===== src/rtl/gain_offset_clamp_mc_if.sv =====
// Sample/config/status bundle for the multi-channel gain/offset/clamp stage.
// master = sample source and config writer, slave = the datapath.
interface gain_offset_clamp_mc_if #(
  parameter int NCH           = 2,
  parameter int IN_WIDTH      = 8,
  parameter int GAIN_WIDTH    = 16,
  parameter int OFFSET_WIDTH  = 8,
  parameter int OUT_WIDTH     = 8,
  parameter int SAT_CNT_WIDTH = 16
);
  logic                           in_valid;
  logic [NCH*IN_WIDTH-1:0]        in;
  logic                           cfg_load;
  logic [NCH*GAIN_WIDTH-1:0]      cfg_gain;
  logic [NCH*OFFSET_WIDTH-1:0]    cfg_offset;
  logic                           sat_clear;
  logic                           out_valid;
  logic [NCH*OUT_WIDTH-1:0]       out;
  logic [NCH-1:0]                 out_sat;
  logic [SAT_CNT_WIDTH-1:0]       sat_count;

  modport master (
    output in_valid, in, cfg_load, cfg_gain, cfg_offset, sat_clear,
    input  out_valid, out, out_sat, sat_count
  );

  modport slave (
    input  in_valid, in, cfg_load, cfg_gain, cfg_offset, sat_clear,
    output out_valid, out, out_sat, sat_count
  );
endinterface


===== src/rtl/gain_offset_clamp_mc.sv =====
// Multi-channel signed gain, rounding, offset and saturation with a fixed
// four-stage pipeline, per-sample coherent config and a sticky sat counter.
module gain_offset_clamp_mc #(
  parameter int NCH           = 2,
  parameter int IN_WIDTH      = 8,
  parameter int GAIN_WIDTH    = 16,
  parameter int GAIN_RADIX    = 8,
  parameter int OFFSET_WIDTH  = 8,
  parameter int OUT_WIDTH     = 8,
  parameter int ROUND         = 1,
  parameter int SAT_CNT_WIDTH = 16
) (
  input  logic                  clk,
  input  logic                  rst,
  gain_offset_clamp_mc_if.slave bus
);
  localparam int PW = IN_WIDTH + GAIN_WIDTH;
  localparam int SW = PW - GAIN_RADIX + 1;

  localparam logic signed [GAIN_WIDTH-1:0] UNITY = GAIN_WIDTH'(1) << GAIN_RADIX;
  localparam logic signed [PW:0] RND =
    (ROUND != 0 && GAIN_RADIX > 0) ? ((PW+1)'(1) << (GAIN_RADIX-1)) : '0;
  localparam logic signed [SW-1:0] MAXV = SW'((1 << (OUT_WIDTH-1)) - 1);
  localparam logic signed [SW-1:0] MINV = ~MAXV;

  logic signed [GAIN_WIDTH-1:0]   act_gain [NCH];
  logic signed [OFFSET_WIDTH-1:0] act_off  [NCH];

  logic                           s1_valid, s2_valid, s3_valid;
  logic signed [IN_WIDTH-1:0]     s1_in    [NCH];
  logic signed [GAIN_WIDTH-1:0]   s1_gain  [NCH];
  logic signed [OFFSET_WIDTH-1:0] s1_off   [NCH];
  logic signed [PW-1:0]           s2_prod  [NCH];
  logic signed [OFFSET_WIDTH-1:0] s2_off   [NCH];
  logic signed [SW-1:0]           s3_val   [NCH];

  logic signed [PW:0]             rnd_sum    [NCH];
  logic signed [SW-1:0]           s3_next    [NCH];
  logic [OUT_WIDTH-1:0]           clamp_next [NCH];
  logic [NCH-1:0]                 sat_next;

  logic                           out_valid_q;
  logic [NCH*OUT_WIDTH-1:0]       out_q;
  logic [NCH-1:0]                 out_sat_q;
  logic [SAT_CNT_WIDTH-1:0]       sat_count_q;

  always_comb begin
    sat_next = '0;
    for (int c = 0; c < NCH; c++) begin
      rnd_sum[c] = (PW+1)'(s2_prod[c]) + RND;
      s3_next[c] = SW'(rnd_sum[c] >>> GAIN_RADIX) + SW'(s2_off[c]);
      clamp_next[c] = s3_val[c][OUT_WIDTH-1:0];
      if (s3_val[c] > MAXV) begin
        clamp_next[c] = MAXV[OUT_WIDTH-1:0];
        sat_next[c]   = 1'b1;
      end else if (s3_val[c] < MINV) begin
        clamp_next[c] = MINV[OUT_WIDTH-1:0];
        sat_next[c]   = 1'b1;
      end
    end
  end

  always_ff @(posedge clk) begin
    if (rst) begin
      s1_valid    <= 1'b0;
      s2_valid    <= 1'b0;
      s3_valid    <= 1'b0;
      out_valid_q <= 1'b0;
      out_q       <= '0;
      out_sat_q   <= '0;
      sat_count_q <= '0;
      for (int c = 0; c < NCH; c++) begin
        act_gain[c] <= UNITY;
        act_off[c]  <= '0;
      end
    end else begin
      s1_valid    <= bus.in_valid;
      s2_valid    <= s1_valid;
      s3_valid    <= s2_valid;
      out_valid_q <= s3_valid;
      for (int c = 0; c < NCH; c++) begin
        // A sample coincident with cfg_load takes the new values on every channel.
        if (bus.cfg_load) begin
          act_gain[c] <= bus.cfg_gain[c*GAIN_WIDTH +: GAIN_WIDTH];
          act_off[c]  <= bus.cfg_offset[c*OFFSET_WIDTH +: OFFSET_WIDTH];
          s1_gain[c]  <= bus.cfg_gain[c*GAIN_WIDTH +: GAIN_WIDTH];
          s1_off[c]   <= bus.cfg_offset[c*OFFSET_WIDTH +: OFFSET_WIDTH];
        end else begin
          s1_gain[c]  <= act_gain[c];
          s1_off[c]   <= act_off[c];
        end
        s1_in[c]   <= bus.in[c*IN_WIDTH +: IN_WIDTH];
        s2_prod[c] <= PW'(s1_in[c]) * PW'(s1_gain[c]);
        s2_off[c]  <= s1_off[c];
        s3_val[c]  <= s3_next[c];
        if (s3_valid) out_q[c*OUT_WIDTH +: OUT_WIDTH] <= clamp_next[c];
      end
      if (s3_valid) out_sat_q <= sat_next;
      if (bus.sat_clear)
        sat_count_q <= '0;
      else if (out_valid_q && (|out_sat_q) && (sat_count_q != '1))
        sat_count_q <= sat_count_q + SAT_CNT_WIDTH'(1);
    end
  end

  assign bus.out_valid = out_valid_q;
  assign bus.out       = out_q;
  assign bus.out_sat   = out_sat_q;
  assign bus.sat_count = sat_count_q;
endmodule


===== src/flat_wrapper.sv =====
// flat-port wrapper written by rule: the top's interface ports become plain ports
module gain_offset_clamp_mc_flat 
#(
  parameter int NCH           = 2,
  parameter int IN_WIDTH      = 8,
  parameter int GAIN_WIDTH    = 16,
  parameter int GAIN_RADIX    = 8,
  parameter int OFFSET_WIDTH  = 8,
  parameter int OUT_WIDTH     = 8,
  parameter int ROUND         = 1,
  parameter int SAT_CNT_WIDTH = 16
)
  (clk, rst, bus_in_valid, bus_in, bus_cfg_load, bus_cfg_gain, bus_cfg_offset, bus_sat_clear, bus_out_valid, bus_out, bus_out_sat, bus_sat_count);
  gain_offset_clamp_mc_if #(.NCH(NCH), .IN_WIDTH(IN_WIDTH), .GAIN_WIDTH(GAIN_WIDTH), .OFFSET_WIDTH(OFFSET_WIDTH), .OUT_WIDTH(OUT_WIDTH), .SAT_CNT_WIDTH(SAT_CNT_WIDTH)) bus_i ();
  input  logic clk;
  input  logic rst;
  input wire logic [$bits(bus_i.in_valid)-1:0] bus_in_valid;
  input wire logic [$bits(bus_i.in)-1:0] bus_in;
  input wire logic [$bits(bus_i.cfg_load)-1:0] bus_cfg_load;
  input wire logic [$bits(bus_i.cfg_gain)-1:0] bus_cfg_gain;
  input wire logic [$bits(bus_i.cfg_offset)-1:0] bus_cfg_offset;
  input wire logic [$bits(bus_i.sat_clear)-1:0] bus_sat_clear;
  output wire logic [$bits(bus_i.out_valid)-1:0] bus_out_valid;
  output wire logic [$bits(bus_i.out)-1:0] bus_out;
  output wire logic [$bits(bus_i.out_sat)-1:0] bus_out_sat;
  output wire logic [$bits(bus_i.sat_count)-1:0] bus_sat_count;
  assign bus_i.in_valid = bus_in_valid;
  assign bus_i.in = bus_in;
  assign bus_i.cfg_load = bus_cfg_load;
  assign bus_i.cfg_gain = bus_cfg_gain;
  assign bus_i.cfg_offset = bus_cfg_offset;
  assign bus_i.sat_clear = bus_sat_clear;
  assign bus_out_valid = bus_i.out_valid;
  assign bus_out = bus_i.out;
  assign bus_out_sat = bus_i.out_sat;
  assign bus_sat_count = bus_i.sat_count;
  gain_offset_clamp_mc #(.NCH(NCH), .IN_WIDTH(IN_WIDTH), .GAIN_WIDTH(GAIN_WIDTH), .GAIN_RADIX(GAIN_RADIX), .OFFSET_WIDTH(OFFSET_WIDTH), .OUT_WIDTH(OUT_WIDTH), .ROUND(ROUND), .SAT_CNT_WIDTH(SAT_CNT_WIDTH)) u_core (.clk(clk), .rst(rst), .bus(bus_i));
endmodule

===== config.mk =====
export PLATFORM = sky130hd
export DESIGN_NAME = gain_offset_clamp_mc_flat
export DESIGN_NICKNAME = d
export VERILOG_FILES = /design/src/rtl/gain_offset_clamp_mc_if.sv /design/src/rtl/gain_offset_clamp_mc.sv /design/src/flat_wrapper.sv
export SDC_FILE = /design/constraint.sdc
export NUM_CORES = 1
export LEC_CHECK = 0
export ABC_CLOCK_PERIOD_IN_PS = 6120
export BUFFER_PORTS_ARGS = -buffer_cell sky130_fd_sc_hd__buf_4
export CORE_MARGIN = 2
export CORE_UTILIZATION = 55
export CTS_BUF_LIST = sky130_fd_sc_hd__clkbuf_4
export DETAILED_ROUTE_END_ITERATION = 10
export PLACE_DENSITY = 0.76
export SLEW_MARGIN = 5
export SYNTH_ARGS = -nofsm -noshare
export SYNTH_HDL_FRONTEND = slang
export SYNTH_SLANG_ARGS = --single-unit

===== constraint.sdc =====
create_clock -name clk -period 6.12 [get_ports clk]
set_input_delay 0.306 -clock clk [delete_from_list [all_inputs] [get_ports clk]]
set_output_delay 0.306 -clock clk [all_outputs]
set_load 0.02 [all_outputs]

# == Word level (Yosys, flattened, before mapping) ==
# Memory sizes are Yosys's and may differ from the RTL's.
# Index checks and enable logic that the tools add are counted.
# word_totals
n_memories,8
latch_bits,0
mem_bits_ro,0
inputBits,69
word_cells,64
out_inout_bits,35
ramBits,210
ff_bits,38
# mem_list
name,words,width,rd,rd_clocked_by_memory_dff,wr,line,source
u_core.s2_prod,2,24,2,0,2,gain_offset_clamp_mc.sv:33,logic signed [PW-1:0] s2_prod [NCH];
u_core.s3_val,2,17,2,0,2,gain_offset_clamp_mc.sv:35,logic signed [SW-1:0] s3_val [NCH];
u_core.act_gain,2,16,2,0,2,gain_offset_clamp_mc.sv:26,logic signed [GAIN_WIDTH-1:0] act_gain [NCH];
u_core.s1_gain,2,16,2,0,2,gain_offset_clamp_mc.sv:31,logic signed [GAIN_WIDTH-1:0] s1_gain [NCH];
u_core.act_off,2,8,2,0,2,gain_offset_clamp_mc.sv:27,logic signed [OFFSET_WIDTH-1:0] act_off [NCH];
u_core.s1_in,2,8,2,0,2,gain_offset_clamp_mc.sv:30,logic signed [IN_WIDTH-1:0] s1_in [NCH];
+2 memories,-,-,-,-,-,-,
# classes
div_mod_pow,0
n_bitwise,8
n_addsub,5
shift,0
n_mul,2
eq_ne,1
n_reduce_logical,4
magnitude_cmp,4
n_mux,25
# op_table
op,count
$mux 16,4
$mux 8,8
$add 24x9->25 const B,2
$mul 8x16->24,2
$add 17x8->17,2
$gt 17x8->1 const B,2
$lt 17x8->1 const B,2
$add 16x1->16 const B,1
$ne 16x16->1 const B,1
$mux 1,13
$or 1x1->1,8
$reduce_or 2->1,2
$logic_and 1x1->1,2

# == Logic depth before layout (Yosys ltp) ==
# Gate-level depths: netlist (run 1).
# depth
word_depth,4
mapped_depth,19
mapped_depth_nobuf,18

# == Least setup slack after synthesis (run 1) ==
# Ideal clock, no wire load.
# synth_path
path_type,register -> register
startpoint,memory u_core.s1_in[1][7] (netlist: u_core.s1_in[0][15])
endpoint,"memory u_core.s2_prod[0][44] (netlist name), data pin"
setup_slack_ns,1.064
period_less_slack_ns,5.056
stages_incl_launch_ff,18
required_ns,5.862
arrival_time_ns,4.799
path_buffers,1
setup_time_ns,0.258
cell_sequence,edfxtp_1 inv_1 buf_1 nor2_1 fa_1 fa_1 fa_1 inv_1 fa_1 inv_1 ha_1 a21o_1 a21o_2 a32oi_1 nand3_4 a221o_1 a21oi_2 xnor2_1
# synth_lines
item,line
"start, declared",gain_offset_clamp_mc.sv:30
"end, declared",gain_offset_clamp_mc.sv:33

==> results of run 1 <==
cell usage after synthesis, drive strengths merged, types with 6 or more instances:
cell | count | area share (%)
a211oi | 14 | 0.55
nor2b | 13 | 0.43
o31ai | 6 | 0.24
a21oi | 42 | 1.1
xor2 | 41 | 1.9
and3 | 17 | 0.57
nor3 | 12 | 0.34
o21a | 10 | 0.40
nand4 | 17 | 0.56
fa | 204 | 22
nor2 | 99 | 2.0
o21ai | 23 | 0.61
nand3 | 25 | 0.73
o21bai | 11 | 0.46
and2 | 215 | 7.1
ha | 121 | 8.0
nand2 | 101 | 2.0
xnor2 | 74 | 3.4
edfxtp | 196 | 31
inv | 288 | 5.7
clkbuf | 31 | 0.61
dfxtp | 38 | 4.0
a21o | 22 | 0.88
a31oi | 12 | 0.40
mux2 | 48 | 2.8
nand2b | 17 | 0.56
registers in the layout, summed over array words and instances, names as in the netlist, 2 cells and up:
register and flops:
u_core.act_gain 32, u_core.act_off 16, u_core.bus.out 16, u_core.bus.out_sat 2
u_core.bus.sat_count 16, u_core.s1_gain 32, u_core.s1_in 16, u_core.s1_off 16
u_core.s2_off 16, u_core.s2_prod 34, u_core.s3_val 34
worst max-delay path, stage by stage (launching register included):
cell,delay [ps]
edfxtp_1,410
inv_1,420
nor2_1,140
fa_1,530
fa_1,530
fa_1,560
inv_1,60
fa_1,530
inv_1,40
ha_1,330
a21o_1,180
a21o_2,220
a32oi_1,340
nand3_4,140
a221o_1,390
a21oi_2,170
xnor2_1,80
kinds of logic after synthesis:
kind of cell / count (synthesis)
simple gates: 532
mux: 51
fa+ha+maj: 325
compound gates: 162
xor+xnor: 115
buf+inv: 325
flops: 234
placed cells by master (no fill, tap or decap), types with 16 or more instances in the layout:
master         instances
inv_1                285
nor2_1                98
dlygate4sd3_1         68
clkbuf_4              89
xnor2_1               74
nand3_1               24
edfxtp_1             196
a21oi_1               40
dfxtp_1               38
ha_1                 121
nand4_1               17
fa_1                 204
nand2_1              101
and2_1               215
nand2b_1              17
and3_1                16
a21o_1                21
buf_4                107
xor2_1                41
mux2_2                48
power groups by stage:
stage | combinational, mW | clock (mW) | sequential, mW
2_1_floorplan | 4.43 | 0 | 2.62
3_3_place_gp | 5.27 | 0 | 2.68
3_5_place_dp | 5.48 | 0 | 2.70
4_1_cts | 5.54 | 1.39 | 2.67
5_1_grt | 6.33 | 1.47 | 2.71
6_report | 5.51 | 1.34 | 2.67
timing repair:
item / in CTS / in global routing
hold buffers: 68 / 0
buffers inserted: 0 / 0
resized for setup: 0 / 0
setup endpoints to repair: 0 / 0
hold endpoints to repair: 136 / 0
layout make-up:
| class | instances | area, um2 |
|---|---|---|
| Fill cell | 2640 | 12600 |
| Multi-Input combinational cell | 1185 | 11100 |
| Sequential cell | 234 | 6650 |
| Timing Repair Buffer | 175 | 1480 |
| Inverter | 289 | 1090 |
| Clock buffer | 89 | 668 |
| Tap cell | 455 | 569 |
| Clock inverter | 18 | 108 |
| Antenna cell | 1 | 2.50 |
layer usage:
layer	wire, um	global-route usage (%)
met2	17300	35.8
met5	13	0
met4	774	6.68
met1	17100	29.3
met3	2380	4.33
worst max-delay path by stage:
stage / startpoint / to / cells after the start
3_5_place_dp: u_core.s1_in[0][15]$_DFFE_PN_ / u_core.s2_prod[0][44]$_DFFE_PN_ / 16
6_report: u_core.s1_in[0][15]$_DFFE_PN_ / u_core.s2_prod[0][44]$_DFFE_PN_ / 16
2_1_floorplan: u_core.s1_in[0][15]$_DFFE_PN_ / u_core.s2_prod[0][44]$_DFFE_PN_ / 17
3_3_place_gp: u_core.s1_in[0][15]$_DFFE_PN_ / u_core.s2_prod[0][44]$_DFFE_PN_ / 16
4_1_cts: u_core.s1_in[0][15]$_DFFE_PN_ / u_core.s2_prod[0][44]$_DFFE_PN_ / 16
5_1_grt: u_core.s1_in[0][15]$_DFFE_PN_ / u_core.s2_prod[0][44]$_DFFE_PN_ / 16
per-stage QoR:
| stage | power (mW) | worst slack (ps) | hold WS, ps | area [um2] | instances |
|---|---|---|---|---|---|
| after floorplan | 7.05 | 1060 | 400 | 19000 | 1744 |
| after global placement | 7.95 | 967 | 403 | 20200 | 2270 |
| after detailed placement | 8.18 | 800 | 405 | 20200 | 2270 |
| after CTS | 9.60 | 860 | 14.4 | 21700 | 2445 |
| after global routing | 10.5 | 601 | 41.9 | 21700 | 2446 |
| final | 9.53 | 813 | 82.1 | 21700 | 2446 |
==> metrics.txt, run 1 <==
Clock Tree Buf Depth=3; setup TNS=0 ps; Post-Syn Nets=2138; Reg power frac=28.0%; routability cong.=0.902; status=finished, final reports clean; number of synthesized register bits=234; final hold viol count=0; Syn Inst Count=1744; logic gate share of total power=57.9%; YS warnings=0; number of synthesized flops with an enable pin=196; Slew Viols, Final=0; vias in the first global route=13420; total number of H-tree levels=2; reg2reg end=u_core.s2_prod[0][44]$_DFFE_PN_; Pleak=9.63 nW; Hold EP=u_core.act_off[0][4]$_SDFFCE_PN0P_; Vias=12691; CTS tree=built; Hold WC Path Type=input port to register; Syn Area/Cell=10.9 um2; ys async rst share=0%; Die Wd=190 um; DR WL/cell=15.4 um; Hold Crit Depth=3; initial antenna violation count=2; die height=190 um; final wirelength=37600 um; grt ovf=0; fin crit share=86.7%; Synth Flop Type=edfxtp_1; Final ANT Viol Nets=0; area of the mapped netlist=19000 um2; reg2reg setup slack=810 ps; DRT Pass-1 Iters=5; first-pass GRT wire length=63500 um; crit path time final=5310 ps; max frequency=0.188 GHz; I/O pin count=104; crit path DAT=5770 ps; Post-Synth Simple-Gate Area=14.9%; Clock Sinks=234; largest family of logic cells by synthesized area=adder cells; clock power share=14.1%; unrepaired setup endpoints after global routing=false; dpl hpwl=27800 um; clk slew on worst S/H paths=70 ps; # setup viols final=0; Initial Util=55.3%; sequential fraction of the synthesis area=35.0%; sw frac=40.6%; Layout Nets=2338; clock skew=57.8 ps; reg2reg start=u_core.s1_in[0][15]$_DFFE_PN_; clock insertion delay at the later pin of the skew report=710 ps; Worst Setup End Kind=register; post-synthesis compound-gate area fraction=5.83%; HP Start=bus_cfg_load; CTS buffer count=59; Pint=5.66 mW; CTS Root Cell=clkbuf_4; Layout Utilization=63.2%; layout cells sized above 1=13.7%; worst-path maximum fanout=15; Slew Limit Headroom=18.8%; row cnt=68; multiplexer area fraction after synthesis=3.01%; CORE AREA=34300 um2; cells on worst reg2reg path=16; drt drc=0; post-synthesis adder-cell area fraction=29.5%; PortBufs=103; 1st-iter DRT viols=645; Syn-to-layout area delta=14.3%; Setup crit start kind=register; global-route total usage across every layer=21.8%; worst slew pin tran=1220 ps; drt via density=5.19; power density cells=439 nW/um2; switching power total=3.87 mW; pin count of the biggest net entering global routing=87; Die ar.=36000 um2; Critical Path RT=6580 ps; Max Cap Viol=0; Yosys cell types=63; Setup CP Type=register to register; VDD IR max=233 uV; XOR/XNOR Fraction of Synth Area=5.31%
Power figures use the tool's default switching activity.
==> run 2, diff against run 1 <==
--- a/config.mk
+++ b/config.mk
@@ -5,7 +5,7 @@
 export SDC_FILE = /design/constraint.sdc
 export NUM_CORES = 1
 export LEC_CHECK = 0
-export ABC_CLOCK_PERIOD_IN_PS = 6120
+export ABC_CLOCK_PERIOD_IN_PS = 6000
 export BUFFER_PORTS_ARGS = -buffer_cell sky130_fd_sc_hd__buf_4
 export CORE_MARGIN = 2
 export CORE_UTILIZATION = 55
==> constraint.sdc (replaced) <==
create_clock -name clk -period 6 [get_ports clk]
set_input_delay 0.3 -clock clk [delete_from_list [all_inputs] [get_ports clk]]
set_output_delay 0.3 -clock clk [all_outputs]
set_load 0.02 [all_outputs]
==> run 2 against run 1 <==
  * Via count increased by 0.59%
  * Critical endpoint unchanged
  * Largest power group unchanged
  * Critical path type unchanged
  * Combinational power increased by 3%
  * Core utilization decreased by 0.14 points
  * Clock power decreased by 3%
  * Wire length increased by 1.1%
==> metrics.txt, run 2 (synthesis gave the netlist of run 1 again) <==
status=finished, final reports clean (unchanged); first-pass GRT wire length=64500 um (was 63500 um); Setup CP Type=register to register (unchanged); Clock Tree Buf Depth=3 (unchanged); Hold WC Path Type=input port to register (unchanged); Final ANT Viol Nets=0 (unchanged); Pleak=9.61 nW (was 9.63 nW); M1 wire length=17400 um (was 17100 um); total number of H-tree levels=2 (unchanged); CTS buffer count=59 (unchanged); # setup viols final=0 (unchanged); DR WL met3=2380 um (unchanged); most common cell after layout, fill and taps aside=inv_1 (unchanged); max frequency=0.188 GHz (about the same); row cnt=68 (unchanged); initial antenna violation count=2 (unchanged); VDD IR max=221 uV (was 233 uV); Vias=12766 (was 12691); Clock Sinks=234 (unchanged); uppermost layer routed=met5 (unchanged); final hold viol count=0 (unchanged); layout cells sized above 1=13.6% (was 13.7%); Setup crit start kind=register (unchanged); metal2 WL=17300 um (about the same); Critical Path RT=6450 ps (was 6580 ps); PortBufs=103 (unchanged); fin area=21600 um2 (was 21700 um2); CTS tree=built (unchanged); Syn-to-layout area delta=14.0% (was 14.3%); Slew Limit Headroom=19.5% (was 18.8%); post-CTS setup buffer count=0 (unchanged); overall power=9.68 mW (was 9.53 mW); worst-path maximum fanout=15 (unchanged); DRT Pass-1 Iters=5 (unchanged); most frequent cells in the layout=inv_1, and2_1, fa_1, edfxtp_1, ha_1 (unchanged); pin count of the biggest net entering global routing=87 (unchanged); Fill cells=2659 (was 2640); worst slew pin tran=1210 ps (was 1220 ps); grt ovf=0 (unchanged); 1st-iter DRT viols=591 (was 645); I/O pin count=104 (unchanged); vias in the first global route=13545 (was 13420); Hold Crit Depth=3 (unchanged); register area=6650 um2 (unchanged); final wirelength=38000 um (was 37600 um); Initial Util=55.3% (unchanged); CORE AREA=34300 um2 (unchanged); crit path time final=5320 ps (was 5310 ps); CTS Root Cell=clkbuf_4 (unchanged); crit path DAT=5770 ps (about the same); routability cong.=0.902 (about the same); Slew Viols, Final=0 (unchanged); DR WL/cell=15.5 um (was 15.4 um); power density cells=447 nW/um2 (was 439 nW/um2); Layout Nets=2338 (unchanged); Die ar.=36000 um2 (unchanged); setup TNS=0 ps (unchanged); Max Cap Viol=0 (unchanged); area occupied by multi-input gates=11100 um2 (unchanged); drt via density=5.22 (was 5.19); Worst Setup End Kind=register (unchanged); unrepaired setup endpoints after global routing=false (unchanged); dpl hpwl=28000 um (was 27800 um); global-route total usage across every layer=22.1% (was 21.8%); # hold bufs at CTS=68 (unchanged); biggest regs=u_core.s2_prod x34, u_core.s3_val x34 (unchanged); post-CTS sizing=0 (unchanged); DP Area=20200 um2 (unchanged); drt drc=0 (unchanged); clk slew on worst S/H paths=70 ps (about the same); clock skew=42.7 ps (was 57.8 ps); die height=190 um (unchanged); fin crit share=88.7% (was 86.7%); final hold slack=76.2 ps (was 82.1 ps); clock insertion delay at the later pin of the skew report=720 ps (was 710 ps); cells on worst reg2reg path=16 (unchanged); Die Wd=190 um (unchanged)
run 2: power by group:
group | internal (mW) | switching (mW)
registers | 2.47 | 0.252
logic | 2.59 | 3.07
clock network | 0.635 | 0.664
run 2: metrics by stage:
stage	utilization [%]	instances	worst slack, ps
after floorplan	-	1744	944
after global placement	59.0	2270	847
after detailed placement	59.0	2270	661
after CTS	63.1	2445	663
after global routing	63.1	2446	428
final	63.1	2446	677
run 2: worst paths after layout:
check / endpoint / slack [ps] / start
worst max-delay path: u_core.s2_prod[0][44]$_DFFE_PN_ / 680 / u_core.s1_in[0][15]$_DFFE_PN_
worst min-delay path: u_core.act_off[0][4]$_SDFFCE_PN0P_ / 80 / bus_cfg_load
worst max register to register: u_core.s2_prod[0][44]$_DFFE_PN_ / 680 / u_core.s1_in[0][15]$_DFFE_PN_
worst min register to register: u_core.s2_off[0][11]$_DFFE_PN_ / 430 / u_core.s1_off[1][3]$_DFFE_PP_
run 2: worst max-delay path: stages, from the launching register on:
cell and delay (ps):
edfxtp_1 420, inv_1 410, nor2_1 140, fa_1 530, fa_1 530, fa_1 560, inv_1 60, fa_1 530
inv_1 40, ha_1 330, a21o_1 180, a21o_2 220, a32oi_1 350, nand3_4 140, a221o_1 390, a21oi_2 170
xnor2_1 70
run 2: area by class of cell:
type / instances / share of cell area, %
inverters: 289 / 5.03
diodes: 1 / 0.0116
flip-flops and latches: 234 / 30.7
well taps: 455 / 2.63
multi-input cells: 1185 / 51.4
clock buffers: 81 / 2.81
clock inverters: 26 / 0.555
repair buffers: 175 / 6.86
run 2: routing by layer:
layer  GRT usage [%]  vias to the layer above
li1                -                     6099
met1            29.9                     6216
met2            36.3                      383
met3            4.46                       66
met4            6.86                        2
met5               0                        -
==> run 3, diff against run 2 <==
--- a/config.mk
+++ b/config.mk
@@ -5,7 +5,7 @@
 export SDC_FILE = /design/constraint.sdc
 export NUM_CORES = 1
 export LEC_CHECK = 0
-export ABC_CLOCK_PERIOD_IN_PS = 6000
+export ABC_CLOCK_PERIOD_IN_PS = 6550
 export BUFFER_PORTS_ARGS = -buffer_cell sky130_fd_sc_hd__buf_4
 export CORE_MARGIN = 2
 export CORE_UTILIZATION = 55
==> constraint.sdc (replaced) <==
create_clock -name clk -period 6.55 [get_ports clk]
set_input_delay 0.3275 -clock clk [delete_from_list [all_inputs] [get_ports clk]]
set_output_delay 0.3275 -clock clk [all_outputs]
set_load 0.02 [all_outputs]
==> run 3 against run 2 <==
  * Final cell count about the same
  * Register-to-register slack gained 590 ps
  * Worst setup slack improved by 590 ps
==> metrics.txt, run 3 (synthesis gave the netlist of run 1 again) <==
Worst Setup End Kind=register (unchanged); logic gate share of total power=57.9% (was 58.4%); crit path time final=5290 ps (was 5320 ps); Slew Viols, Final=0 (unchanged); grt ovf=0 (unchanged); Max Cap Viol=0 (unchanged); dpl hpwl=28100 um (was 28000 um); CORE AREA=34300 um2 (unchanged); Hold WC Path Type=input port to register (unchanged); Syn-to-layout area delta=14.3% (was 14.0%); final hold viol count=0 (unchanged); initial antenna violation count=2 (unchanged); crit path DAT=5810 ps (was 5770 ps); fin crit share=80.7% (was 88.7%); Layout Nets=2340 (was 2338); 1st-iter DRT viols=619 (was 591); post-CTS sizing=0 (unchanged); clock insertion delay at the later pin of the skew report=780 ps (was 720 ps); row cnt=68 (unchanged); die height=190 um (unchanged); Layout Cells excl Fill=2447 (was 2446); layout cells sized above 1=13.3% (was 13.6%); DRT Pass-1 Iters=5 (unchanged); clock power share=14.2% (was 13.4%); max incr delay on CP=560 ps (about the same); CTS buffer count=60 (was 59); biggest regs=u_core.s2_prod x34, u_core.s3_val x34 (unchanged); clk slew on worst S/H paths=60 ps (was 70 ps); Crit path top cell by count=fa_1 (unchanged); total number of H-tree levels=2 (unchanged); clock skew=50.8 ps (was 42.7 ps); Reg power frac=27.9% (was 28.1%); PortBufs=103 (unchanged); slowest CP cell=fa_1 (unchanged); overall power=8.95 mW (was 9.68 mW); final hold slack=270 ps (was 76.2 ps); max frequency=0.189 GHz (was 0.188 GHz); Die Wd=190 um (unchanged); power density cells=413 nW/um2 (was 447 nW/um2); Pint=5.29 mW (was 5.69 mW); CTS Root Cell=clkbuf_4 (unchanged); Layout Utilization=63.3% (was 63.1%); vias in the first global route=13616 (was 13545); status=finished, final reports clean (unchanged); fin worst setup slack=1260 ps (was 677 ps); DR WL/cell=15.7 um (was 15.5 um); Vias=12737 (was 12766); first-pass GRT wire length=64700 um (was 64500 um); VDD IR max=209 uV (was 221 uV); Clock Sinks=234 (unchanged); Die ar.=36000 um2 (unchanged); final wirelength=38500 um (was 38000 um); routability cong.=0.902 (about the same); global-route total usage across every layer=22.5% (was 22.1%); CTS tree=built (unchanged); I/O pin count=104 (unchanged); Setup CP Type=register to register (unchanged); DP Area=20200 um2 (unchanged); setup TNS=0 ps (unchanged); most frequent cells in the layout=inv_1, and2_1, fa_1, edfxtp_1, ha_1 (unchanged); Post-Place Setup Slack=1240 ps (was 661 ps); switching power total=3.67 mW (was 3.98 mW); drt drc=0 (unchanged); sw frac=40.9% (was 41.2%); pin count of the biggest net entering global routing=87 (unchanged); Clock Tree Buf Depth=3 (unchanged); reg2reg setup slack=1260 ps (was 680 ps); # setup viols final=0 (unchanged); most common cell after layout, fill and taps aside=inv_1 (unchanged); crit-path cells=inv_1 -> nor2_1 -> fa_1 -> fa_1 -> fa_1 -> inv_1 -> fa_1 -> inv_1 -> ha_1 -> a21o_1 -> a21o_2 -> a32oi_1 -> nand3_4 -> a221o_1 -> a21oi_2 -> xnor2_1 (unchanged); Setup crit start kind=register (unchanged); placed insts=2270 (unchanged); Critical Path RT=7070 ps (was 6450 ps); Slew Limit Headroom=18.5% (was 19.5%); drt via density=5.21 (was 5.22); Pleak=9.62 nW (was 9.61 nW); worst-path maximum fanout=15 (unchanged); Final ANT Viol Nets=0 (unchanged); fin area=21700 um2 (was 21600 um2); worst slew pin tran=1220 ps (was 1210 ps); unrepaired setup endpoints after global routing=false (unchanged); Initial Util=55.3% (unchanged)
run 3: cell types whose count changed in the layout (fill, tap and decap cells not counted):
cell / before / now
bufinv_16: 0 / 2
dlygate4sd3_1: 68 / 69
clkinv_1: 14 / 19
inv_6: 1 / 0
clkbuf_4: 81 / 80
clkinv_2: 10 / 5
clkinv_8: 0 / 1
inv_2: 3 / 2
run 3: final cells by class:
class	instances	area, um2
fillers	2640	12600
multi-input cells	1185	11100
flip-flops and latches	234	6650
repair buffers	176	1490
inverters	289	1090
clock buffers	80	601
well taps	455	569
clock inverters	27	178
diodes	1	2.50
run 3: final timing paths:
path,to,from,depth (start not counted)
min reg2reg,u_core.s2_off[0][15]$_DFFE_PN_,u_core.s1_off[1][7]$_DFFE_PP_,0
max reg2reg,u_core.s2_prod[0][44]$_DFFE_PN_,u_core.s1_in[0][15]$_DFFE_PN_,16
max,u_core.s2_prod[0][44]$_DFFE_PN_,u_core.s1_in[0][15]$_DFFE_PN_,16
min,u_core.s1_in[0][2]$_DFFE_PN_,bus_in[2],2
run 3: metal layers:
layer / vias up / GRT usage, % / wire length, um
li1: 6111 / - / -
met1: 6184 / 29.5 / 17400
met2: 381 / 37.2 / 17900
met3: 59 / 4.78 / 2370
met4: 2 / 7.87 / 843
met5: - / 0 / 16
run 3: worst max-delay path, delay by kind of cell, from the launching register on:
family	cells	cell delay (ps)
buffers and inverters	3	510
and+or+nand+nor	2	280
xor gates and xnor gates	1	80
adders and majority gates	5	2480
DFF	1	420
AOI/OAI and AO/OA	5	1290
run 3: power by group through the flow:
| stage | logic [mW] | registers, mW | clock network [mW] |
|---|---|---|---|
| floorplan | 4.14 | 2.44 | 0 |
| global placement | 4.92 | 2.51 | 0 |
| detailed placement | 5.13 | 2.52 | 0 |
| CTS | 5.21 | 2.50 | 1.31 |
| global route | 5.94 | 2.53 | 1.38 |
| finish | 5.19 | 2.50 | 1.27 |
run 3: what timing repair did:
action                                 in CTS  in global routing
setup buffers                               0                  0
hold buffers                               69                  0
endpoints found under the hold margin     158                  0
